==> src/rtl/ps2_pkg.sv <==
// Shared types and constants for the PS/2 host engine.
package ps2_pkg;

  typedef enum logic [2:0] {
    IDLE,
    RX,
    TX_INHIBIT,
    TX_DATA,
    TX_ACK,
    TX_WAIT
  } ps2_state_t;

  localparam int PS2_FRAME_BITS = 11;
  localparam int PS2_DATA_BITS  = 8;

  // Parity bit that makes data plus parity contain an odd number of ones.
  function automatic logic ps2_odd_parity(input logic [PS2_DATA_BITS-1:0] data);
    return ~^data;
  endfunction

endpackage

==> src/rtl/ps2_host_if.sv <==
// Byte-level receive/transmit handshake between the PS/2 engine and its client.
interface ps2_host_if;
  import ps2_pkg::*;

  logic [PS2_DATA_BITS-1:0] rx_data;
  logic                     rx_valid;
  logic                     rx_err;
  logic [PS2_DATA_BITS-1:0] tx_data;
  logic                     tx_valid;
  logic                     tx_ready;
  logic                     tx_done;
  logic                     tx_err;

  modport master (
    input  rx_data, rx_valid, rx_err, tx_ready, tx_done, tx_err,
    output tx_data, tx_valid
  );

  modport slave (
    output rx_data, rx_valid, rx_err, tx_ready, tx_done, tx_err,
    input  tx_data, tx_valid
  );

endinterface

==> src/rtl/ps2_clk_filter.sv <==
// 4-sample glitch filter for the PS/2 clock; data is delayed to stay aligned.
module ps2_clk_filter (
  input  logic clk,
  input  logic rst,
  input  logic clk_raw,
  input  logic data_raw,
  output logic clk_filt,
  output logic data_dly
);

  logic [2:0] clk_hist;
  logic [2:0] data_hist;
  logic       filt_q;

  // The level flips only when the three previous samples and the current one agree.
  always_comb begin
    clk_filt = filt_q;
    if (clk_hist == 3'b000 && !clk_raw) begin
      clk_filt = 1'b0;
    end else if (clk_hist == 3'b111 && clk_raw) begin
      clk_filt = 1'b1;
    end
  end

  assign data_dly = data_hist[2];

  always_ff @(posedge clk) begin
    if (rst) begin
      clk_hist  <= 3'b111;
      data_hist <= 3'b111;
      filt_q    <= 1'b1;
    end else begin
      clk_hist  <= {clk_hist[1:0], clk_raw};
      data_hist <= {data_hist[1:0], data_raw};
      filt_q    <= clk_filt;
    end
  end

endmodule

==> src/rtl/ps2_host.sv <==
// Host-side PS/2 frame engine: deframes device bytes and serializes host commands.
// Define PS2_HOST_FILTER_EN to debounce the pad clock before edge detection.
module ps2_host
  import ps2_pkg::*;
#(
  parameter int INHIBIT_CYCLES = 5000,
  parameter int TIMEOUT_CYCLES = 100000
) (
  input  logic clk,
  input  logic rst,
  input  logic ps2_clk_d,
  input  logic ps2_data_d,
  output logic ps2_clk_q,
  output logic ps2_data_q,
  ps2_host_if.slave bus
);

  localparam int MAX_CYCLES = (INHIBIT_CYCLES > TIMEOUT_CYCLES) ? INHIBIT_CYCLES : TIMEOUT_CYCLES;
  localparam int CNT_W      = $clog2(MAX_CYCLES) + 1;
  localparam int RX_BITS    = PS2_FRAME_BITS - 1;
  localparam logic [CNT_W-1:0] INHIBIT_LAST = CNT_W'(INHIBIT_CYCLES - 1);
  localparam logic [CNT_W-1:0] TIMEOUT_LAST = CNT_W'(TIMEOUT_CYCLES - 1);
  localparam logic [3:0]       LAST_BIT     = 4'(PS2_FRAME_BITS - 2);

  logic clk_now;
  logic data_now;

`ifdef PS2_HOST_FILTER_EN
  ps2_clk_filter u_filter (
    .clk      (clk),
    .rst      (rst),
    .clk_raw  (ps2_clk_d),
    .data_raw (ps2_data_d),
    .clk_filt (clk_now),
    .data_dly (data_now)
  );
`else
  assign clk_now  = ps2_clk_d;
  assign data_now = ps2_data_d;
`endif

  ps2_state_t                 state, state_n;
  logic                       clk_prev;
  logic [CNT_W-1:0]           cnt, cnt_n;
  logic [3:0]                 bit_cnt, bit_cnt_n;
  logic [RX_BITS-1:0]         rx_shift, rx_shift_n;
  logic [RX_BITS-1:0]         tx_frame, tx_frame_n;
  logic [PS2_DATA_BITS-1:0]   rx_data_r, rx_data_n;
  logic                       rx_valid_r, rx_valid_n;
  logic                       rx_err_r, rx_err_n;
  logic                       tx_done_r, tx_done_n;
  logic                       tx_err_r, tx_err_n;
  logic                       data_q_r, data_q_n;
  logic                       fall;
  logic                       tx_ready;

  assign fall     = clk_prev & ~clk_now;
  assign tx_ready = (state == IDLE) && !rst;

  assign ps2_clk_q  = (state == TX_INHIBIT);
  assign ps2_data_q = data_q_r | ((state == TX_INHIBIT) && (cnt == INHIBIT_LAST));

  assign bus.tx_ready = tx_ready;
  assign bus.rx_data  = rx_data_r;
  assign bus.rx_valid = rx_valid_r;
  assign bus.rx_err   = rx_err_r;
  assign bus.tx_done  = tx_done_r;
  assign bus.tx_err   = tx_err_r;

  always_ff @(posedge clk) begin
    if (rst) begin
      state      <= IDLE;
      clk_prev   <= 1'b0;
      cnt        <= '0;
      bit_cnt    <= '0;
      rx_shift   <= '0;
      tx_frame   <= '0;
      rx_data_r  <= '0;
      rx_valid_r <= 1'b0;
      rx_err_r   <= 1'b0;
      tx_done_r  <= 1'b0;
      tx_err_r   <= 1'b0;
      data_q_r   <= 1'b0;
    end else begin
      state      <= state_n;
      clk_prev   <= clk_now;
      cnt        <= cnt_n;
      bit_cnt    <= bit_cnt_n;
      rx_shift   <= rx_shift_n;
      tx_frame   <= tx_frame_n;
      rx_data_r  <= rx_data_n;
      rx_valid_r <= rx_valid_n;
      rx_err_r   <= rx_err_n;
      tx_done_r  <= tx_done_n;
      tx_err_r   <= tx_err_n;
      data_q_r   <= data_q_n;
    end
  end

  // tx_frame holds {stop, parity, data} and shifts in ones, so edge 10 drives a release.
  always_comb begin
    state_n    = state;
    cnt_n      = cnt;
    bit_cnt_n  = bit_cnt;
    rx_shift_n = rx_shift;
    tx_frame_n = tx_frame;
    rx_data_n  = rx_data_r;
    data_q_n   = data_q_r;
    rx_valid_n = 1'b0;
    rx_err_n   = 1'b0;
    tx_done_n  = 1'b0;
    tx_err_n   = 1'b0;

    case (state)
      IDLE: begin
        cnt_n     = '0;
        bit_cnt_n = '0;
        if (fall && !data_now) begin
          rx_shift_n = '0;
          state_n    = RX;
        end else if (bus.tx_valid && tx_ready) begin
          tx_frame_n = {1'b1, ps2_odd_parity(bus.tx_data), bus.tx_data};
          state_n    = TX_INHIBIT;
        end
      end

      RX: begin
        if (fall) begin
          rx_shift_n = {data_now, rx_shift[RX_BITS-1:1]};
          bit_cnt_n  = bit_cnt + 4'd1;
          cnt_n      = '0;
          if (bit_cnt == LAST_BIT) begin
            state_n = IDLE;
            if (rx_shift_n[RX_BITS-1] && (^rx_shift_n[PS2_DATA_BITS:0])) begin
              rx_data_n  = rx_shift_n[PS2_DATA_BITS-1:0];
              rx_valid_n = 1'b1;
            end else begin
              rx_err_n = 1'b1;
            end
          end
        end else if (cnt == TIMEOUT_LAST) begin
          state_n  = IDLE;
          rx_err_n = 1'b1;
        end else begin
          cnt_n = cnt + 1'b1;
        end
      end

      TX_INHIBIT: begin
        if (cnt == INHIBIT_LAST) begin
          cnt_n     = '0;
          bit_cnt_n = '0;
          data_q_n  = 1'b1;
          state_n   = TX_DATA;
        end else begin
          cnt_n = cnt + 1'b1;
        end
      end

      TX_DATA: begin
        if (fall) begin
          data_q_n   = ~tx_frame[0];
          tx_frame_n = {1'b1, tx_frame[RX_BITS-1:1]};
          bit_cnt_n  = bit_cnt + 4'd1;
          cnt_n      = '0;
          if (bit_cnt == LAST_BIT) begin
            state_n = TX_ACK;
          end
        end else if (cnt == TIMEOUT_LAST) begin
          state_n  = IDLE;
          tx_err_n = 1'b1;
        end else begin
          cnt_n = cnt + 1'b1;
        end
      end

      TX_ACK: begin
        if (fall) begin
          cnt_n = '0;
          if (!data_now) begin
            state_n = TX_WAIT;
          end else begin
            state_n  = IDLE;
            tx_err_n = 1'b1;
          end
        end else if (cnt == TIMEOUT_LAST) begin
          state_n  = IDLE;
          tx_err_n = 1'b1;
        end else begin
          cnt_n = cnt + 1'b1;
        end
      end

      TX_WAIT: begin
        if (clk_now && data_now) begin
          state_n   = IDLE;
          tx_done_n = 1'b1;
        end else if (cnt == TIMEOUT_LAST) begin
          state_n  = IDLE;
          tx_err_n = 1'b1;
        end else begin
          cnt_n = cnt + 1'b1;
        end
      end

      default: state_n = IDLE;
    endcase

    if (state_n == IDLE) begin
      data_q_n = 1'b0;
    end
  end

endmodule

==> src/flat_wrapper.sv <==
// flat-port wrapper written by rule: the top's interface ports become plain ports
module ps2_host_flat import ps2_pkg::*;
#(
  parameter int INHIBIT_CYCLES = 5000,
  parameter int TIMEOUT_CYCLES = 100000
)
  (clk, rst, ps2_clk_d, ps2_data_d, ps2_clk_q, ps2_data_q, bus_rx_data, bus_rx_valid, bus_rx_err, bus_tx_ready, bus_tx_done, bus_tx_err, bus_tx_data, bus_tx_valid);
  ps2_host_if bus_i ();
  input  logic clk;
  input  logic rst;
  input  logic ps2_clk_d;
  input  logic ps2_data_d;
  output logic ps2_clk_q;
  output logic ps2_data_q;
  output wire logic [$bits(bus_i.rx_data)-1:0] bus_rx_data;
  output wire logic [$bits(bus_i.rx_valid)-1:0] bus_rx_valid;
  output wire logic [$bits(bus_i.rx_err)-1:0] bus_rx_err;
  output wire logic [$bits(bus_i.tx_ready)-1:0] bus_tx_ready;
  output wire logic [$bits(bus_i.tx_done)-1:0] bus_tx_done;
  output wire logic [$bits(bus_i.tx_err)-1:0] bus_tx_err;
  input wire logic [$bits(bus_i.tx_data)-1:0] bus_tx_data;
  input wire logic [$bits(bus_i.tx_valid)-1:0] bus_tx_valid;
  assign bus_rx_data = bus_i.rx_data;
  assign bus_rx_valid = bus_i.rx_valid;
  assign bus_rx_err = bus_i.rx_err;
  assign bus_tx_ready = bus_i.tx_ready;
  assign bus_tx_done = bus_i.tx_done;
  assign bus_tx_err = bus_i.tx_err;
  assign bus_i.tx_data = bus_tx_data;
  assign bus_i.tx_valid = bus_tx_valid;
  ps2_host #(.INHIBIT_CYCLES(INHIBIT_CYCLES), .TIMEOUT_CYCLES(TIMEOUT_CYCLES)) u_core (.clk(clk), .rst(rst), .ps2_clk_d(ps2_clk_d), .ps2_data_d(ps2_data_d), .ps2_clk_q(ps2_clk_q), .ps2_data_q(ps2_data_q), .bus(bus_i));
endmodule
==> config.mk <==
export PLATFORM = sky130hd
export DESIGN_NAME = ps2_host_flat
export DESIGN_NICKNAME = d
export VERILOG_FILES = /design/src/rtl/ps2_pkg.sv /design/src/rtl/ps2_host_if.sv /design/src/rtl/ps2_clk_filter.sv /design/src/rtl/ps2_host.sv /design/src/flat_wrapper.sv
export SDC_FILE = /design/constraint.sdc
export NUM_CORES = 1
export LEC_CHECK = 0
export BUFFER_PORTS_ARGS = -buffer_cell sky130_fd_sc_hd__buf_2
export CAP_MARGIN = 20
export CORE_ASPECT_RATIO = 0.8
export CORE_MARGIN = 2
export CORE_UTILIZATION = 30
export DETAILED_ROUTE_END_ITERATION = 7
export HOLD_SLACK_MARGIN = 0.12
export PLACE_DENSITY = 0.48
export RECOVER_POWER = 25
export SKIP_CTS_REPAIR_TIMING = 1
export SYNTH_ARGS = -nofsm -noshare
export SYNTH_HDL_FRONTEND = slang
export SYNTH_SLANG_ARGS = --single-unit
==> constraint.sdc <==
create_clock -name clk -period 2.3 [get_ports clk]
set_input_delay 0.23 -clock clk [delete_from_list [all_inputs] [get_ports clk]]
set_output_delay 0.23 -clock clk [all_outputs]
set_load 0.03 [all_outputs]
# Word level (Yosys, flattened, before mapping)
# Cells that the tools add are included.
# Widths: inputs -> output; s select.
op_classes:
  mul: 0
  shift: 0
  addsub: 2
  bitwise_logic: 8
  reduce_logical: 29
  mux: 41
  magnitude_cmp: 0
  n_eq_ne: 16
  div: 0
ops:
  columns: ["cell", "n"]
  rows:
  - ["$mux 18", 4]
  - ["$pmux 18 s4", 1]
  - ["$mux 10", 5]
  - ["$pmux 10 s2", 2]
  - ["$mux 3", 11]
  - ["$add 18x1->18 const B", 1]
  - ["$eq 18x13->1 const B", 1]
  - ["$eq 18x17->1 const B", 1]
  - ["$pmux 3 s6", 1]
  - ["$mux 1", 12]
  - ["$pmux 4 s3", 1]
  - ["$reduce_and 3->1", 3]
  - ["$reduce_xor 9->1", 1]
  - ["$mux 4", 2]
  - ["$ne 2x1->1 const B", 4]
  - ["$ne 2x2->1 const B", 4]
  - ["$reduce_and 4->1", 2]
  - ["$reduce_or 2->1", 4]
  - ["$reduce_xnor 8->1", 1]
  - ["$eq 3x2->1 const B", 2]
  - ["$eq 3x3->1 const B", 2]
  - ["$logic_and 1x1->1", 6]
  - ["$logic_not 3->1", 2]
  - ["$not 1->1", 6]
  - ["14 further kinds", 17]
word_totals:
  ramBits: 0
  ff_bits: 59
  latchBits: 0
  rom_bits: 0
  word_cells: 108
  n_memories: 0
  out_inout_bits: 15

# Longest topological paths before layout
depth:
  word_depth: 8
  mapped_depth: 8

# Worst setup path before layout
# OpenSTA, ideal clock, no wires.
synth_path:
  path_type: "reg2reg"
  startpoint: "register u_core.state[1]"
  endpoint: "register u_core.cnt[14]"
  synth_period_minus_slack_ps: 2024
  stages_incl_launch_ff: 9
  n_path_buf: 2
  setup_ps: 71
  setup_slack_ps: 276
  arrival_time_ps: 1954
  path_cell_list: "dfxtp_1 -> buf_4 -> or3b_4 -> inv_1 -> a211oi_2 -> nor3_4 -> buf_6 -> o2111ai_1 -> a21oi_1"
synth_via:
  word_cells_on_any_way: 11
  cone_classes: "eq/ne: 6; mux: 1; reduce/logical: 4"
synth_rtl:
  columns: ["element", "line_no", "rtl"]
  rows:
  - ["start: declaration", "ps2_host.sv:42", "ps2_state_t state, state_n;"]
  - ["start signal: assignment", "ps2_host.sv:85", "state <= state_n;"]
  - ["$eq 3x2->1 (*)", null, null]
  - ["net ps2_clk_q", "flat_wrapper.sv:13", "output logic ps2_clk_q;"]
  - ["$reduce_bool 4->1 (no line)", null, null]
  - ["$reduce_and 2->1 (no line)", null, null]
  - ["end signal: assignment", "ps2_host.sv:87", "cnt <= cnt_n;"]
  - ["end: declaration", "ps2_host.sv:44", "logic [CNT_W-1:0] cnt, cnt_n;"]
# The timed path passes the listed nets; every way through them passes the cells marked *.
# A chain may end at the register's enable or synchronous reset.

# Worst setup path in the final report
layout_path:
  startpoint: "register u_core.cnt[15]"
  endpoint: "register u_core.cnt[15]"
layout_via:
  elab_chain_cells: 4
  word_cells_on_any_way: 8
  cone_classes: "add/sub: 1; eq/ne: 2; mux: 5"
layout_lines:
  columns: ["element", "line_no", "rtl"]
  rows:
  - ["$add 18x1->18 or $eq 18x17->1 (tied branches)", null, null]
  - ["$mux 18", null, null]
  - ["$mux 18 (on tied branches)", "ps2_host.sv:195, ps2_host.sv:161", null]
  - ["$pmux 18 s4 (*)", "ps2_host.sv:114", "case (state)"]
# Mark *: on every way between the ends. The rest lies on a longest branch, timed or not. The select of a mux whose other input is x is not followed.

==> run metrics <==
Antenna diodes=0; Most used DFF post-synth=dfxtp_1; TritonRoute pass-1 iters=4; Yosys top cell area share=38.0%; starting density of the core=31.2%; vias in the first global route=2539; synthesis-to-layout area growth=21.7%; Max Root-Sink Buffers=2; Tightest Pin Transition=between 900 and 1000 ps; Final Cell Area=3710 um2; Total GRT Usage=15.4%; final setup fails=0; DRC violations left=0; EDFF count, synth=0; Clock Latency Late Sink=330 ps; cts bufs inserted=9; CP max FO=15; DP Wirelength=5.55 mm; largest net degree at the start of global routing=36; vias per cell=5.14; Mapped Cells=between 300 and 400; Mapped Area=between 3000 and 4000 um2; max-slew violations=0; share of layout cells above drive strength 1=between 10% and 20%; Non-Filler Instances=between 500 and 600; Ys Warns=0; Slew HR=between 30% and 40%; Post-synth top cells=dfxtp_1, nor2_1, mux2i_1; routed wire length=7.93 mm; leakage power=between 0.0015 and 0.002 uW; antenna violations before repair=0; Pwr per Cell Area=696 nW/um2; outcome=completed; row cnt=32; DIE HEIGHT=94.2 um; Placed Cells=520; Mean Syn Cell Area=8.55 um2; minimum clock period=2180 ps; IO Port Bufs=27; gr ovfl total=0; Post-DP Area=3420 um2; global-route wire length before repair=13.1 mm; most frequent cell after synthesis=dfxtp_1; Crit path required time=2510 ps; Post-synth ARST share=0%; Wirelength per Cell=14.7 um; ANT nets after route=0; final RePlAce weighted congestion=slightly above 0.8; peak supply drop=0.302 mV; sequential area share after synthesis=about two fifths; CTS tree=yes; period utilization=a little over nine tenths; H-tree depth=3; Core Area=9770 um2; CP Data Arrival Time=2390 ps; Sink Count=a little under 60; Setup crit end kind=flop; FMAX=0.458 GHz; Synth cell types=between 50 and 60; Clock Pin Slew Worst Setup and Hold Paths=50 ps; clock skew=12.3 ps; top cells by area, synth=dfxtp_1, nor2_1, mux2i_1; Vias=between 2k and 3k; Hold WS=201 ps; Post-Syn Nets=373; max-cap violations=0; Ports=28; WS Path Type=flop to flop; Fin. Hold Viols=0; Final nets=415; area leader, netlist=dfxtp_1; Hold Crit Class=primary input to flop; flops & latches, synth=58; die width=~120 um; DRT iter0 DRCs=157; die area=approximately 11000 um2; Setup crit start kind=flop; root buf cell=clkbuf_16
-- stage by stage --
stage               total power (uW)  utilization [%]  setup slack [ps]  TNS (ps)
floorplan                       1270                -               276         0
global placement                1350             35.0              95.6         0
detailed placement              1350             35.0              55.0         0
CTS                             2600             37.8              39.7         0
global route                    2690             38.0             -11.4     -11.4
finish                          2590             38.0               119         0
-- worst max-delay path, cell delays in order (launching register included) --
cell and delay [ps]:
dfxtp_1 380, nor4b_1 340, buf_4 180, a41oi_2 150, a211oi_2 280, buf_4 270
and2b_1 190, o21ai_0 170, a21oi_1 90
-- final timing paths --
path	from	end	slack, ps	cells past startpoint
hold / removal	ps2_clk_d	u_core.clk_prev$_SDFF_PP0_	200	2
hold reg to reg	u_core.tx_frame[9]$_SDFFE_PP0P_	u_core.tx_frame[9]$_SDFFE_PP0P_	470	2
setup / recovery	u_core.cnt[15]$_SDFFE_PP0P_	u_core.cnt[15]$_SDFFE_PP0P_	120	8
setup reg to reg	u_core.cnt[15]$_SDFFE_PP0P_	u_core.cnt[15]$_SDFFE_PP0P_	120	8
-- final cells by class --
class	count	area [um2]
Timing Repair Buffer	53	322
Fill cell	1032	6050
Multi-Input combinational cell	269	1760
Clock buffer	12	256
Inverter	8	30.0
Clock inverter	3	15.0
Tap cell	136	170
Sequential cell	58	1160
-- cells in the final DEF, fill, tap and decap left out, types with 3 or more instances in the layout --
cell type and instances:
o21a_1 3, xnor2_1 13, o21ai_1 3, nand3_1 10
nor2b_1 3, a41oi_1 4, nor3_1 6, clkbuf_1 16
and2_1 4, a311oi_1 3, inv_1 8, clkinv_2 3
a21oi_1 17, buf_2 13, a31oi_1 8, dfxtp_1 58
ha_1 3, nand2b_1 3, nand2_1 17, buf_4 24
nor4_1 3, and3_1 8, nand4_1 4, clkbuf_16 9
nor2_1 57, a22oi_1 9, o211ai_1 8, mux2i_1 18
o21ai_0 13, a211oi_1 13
-- power breakdown --
group          total [uW]  leakage [uW]  switching (uW)  internal, uW
clock network        1240      0.000138             461           775
logic                 306      0.000894             177           130
registers            1040      0.000470            15.4          1030
-- flip-flops by register name, indices dropped and copies added, names as in the netlist --
signal               count
u_core.bus.tx_done       1
u_core.rx_shift          9
u_core.bit_cnt           4
u_core.tx_frame         10
u_core.cnt              18
u_core.state             3
u_core.clk_prev          1
u_core.bus.rx_valid      1
u_core.bus.rx_err        1
u_core.data_q_r          1
u_core.bus.rx_data       8
u_core.bus.tx_err        1
-- cell families after synthesis --
| group | count (synthesis) | synth area share [%] |
|---|---|---|
| compound gates | 93 | 20.9 |
| flops | 58 | 38.0 |
| buf+inv | 30 | 4.47 |
| fa+ha+maj | 3 | 1.23 |
| simple gates | 139 | 24.5 |
| mux | 18 | 5.90 |
| xor+xnor | 16 | 5.04 |
-- per-layer routing --
layer	part of all wire [%]	track usage [%]	vias up
li1	-	-	1401
met1	52	23.0	1286
met2	39	20.2	69
met3	6.3	4.84	14
met4	1.9	5.88	0
met5	0	0	-
No activity file was read; power rests on OpenSTA's default activity.
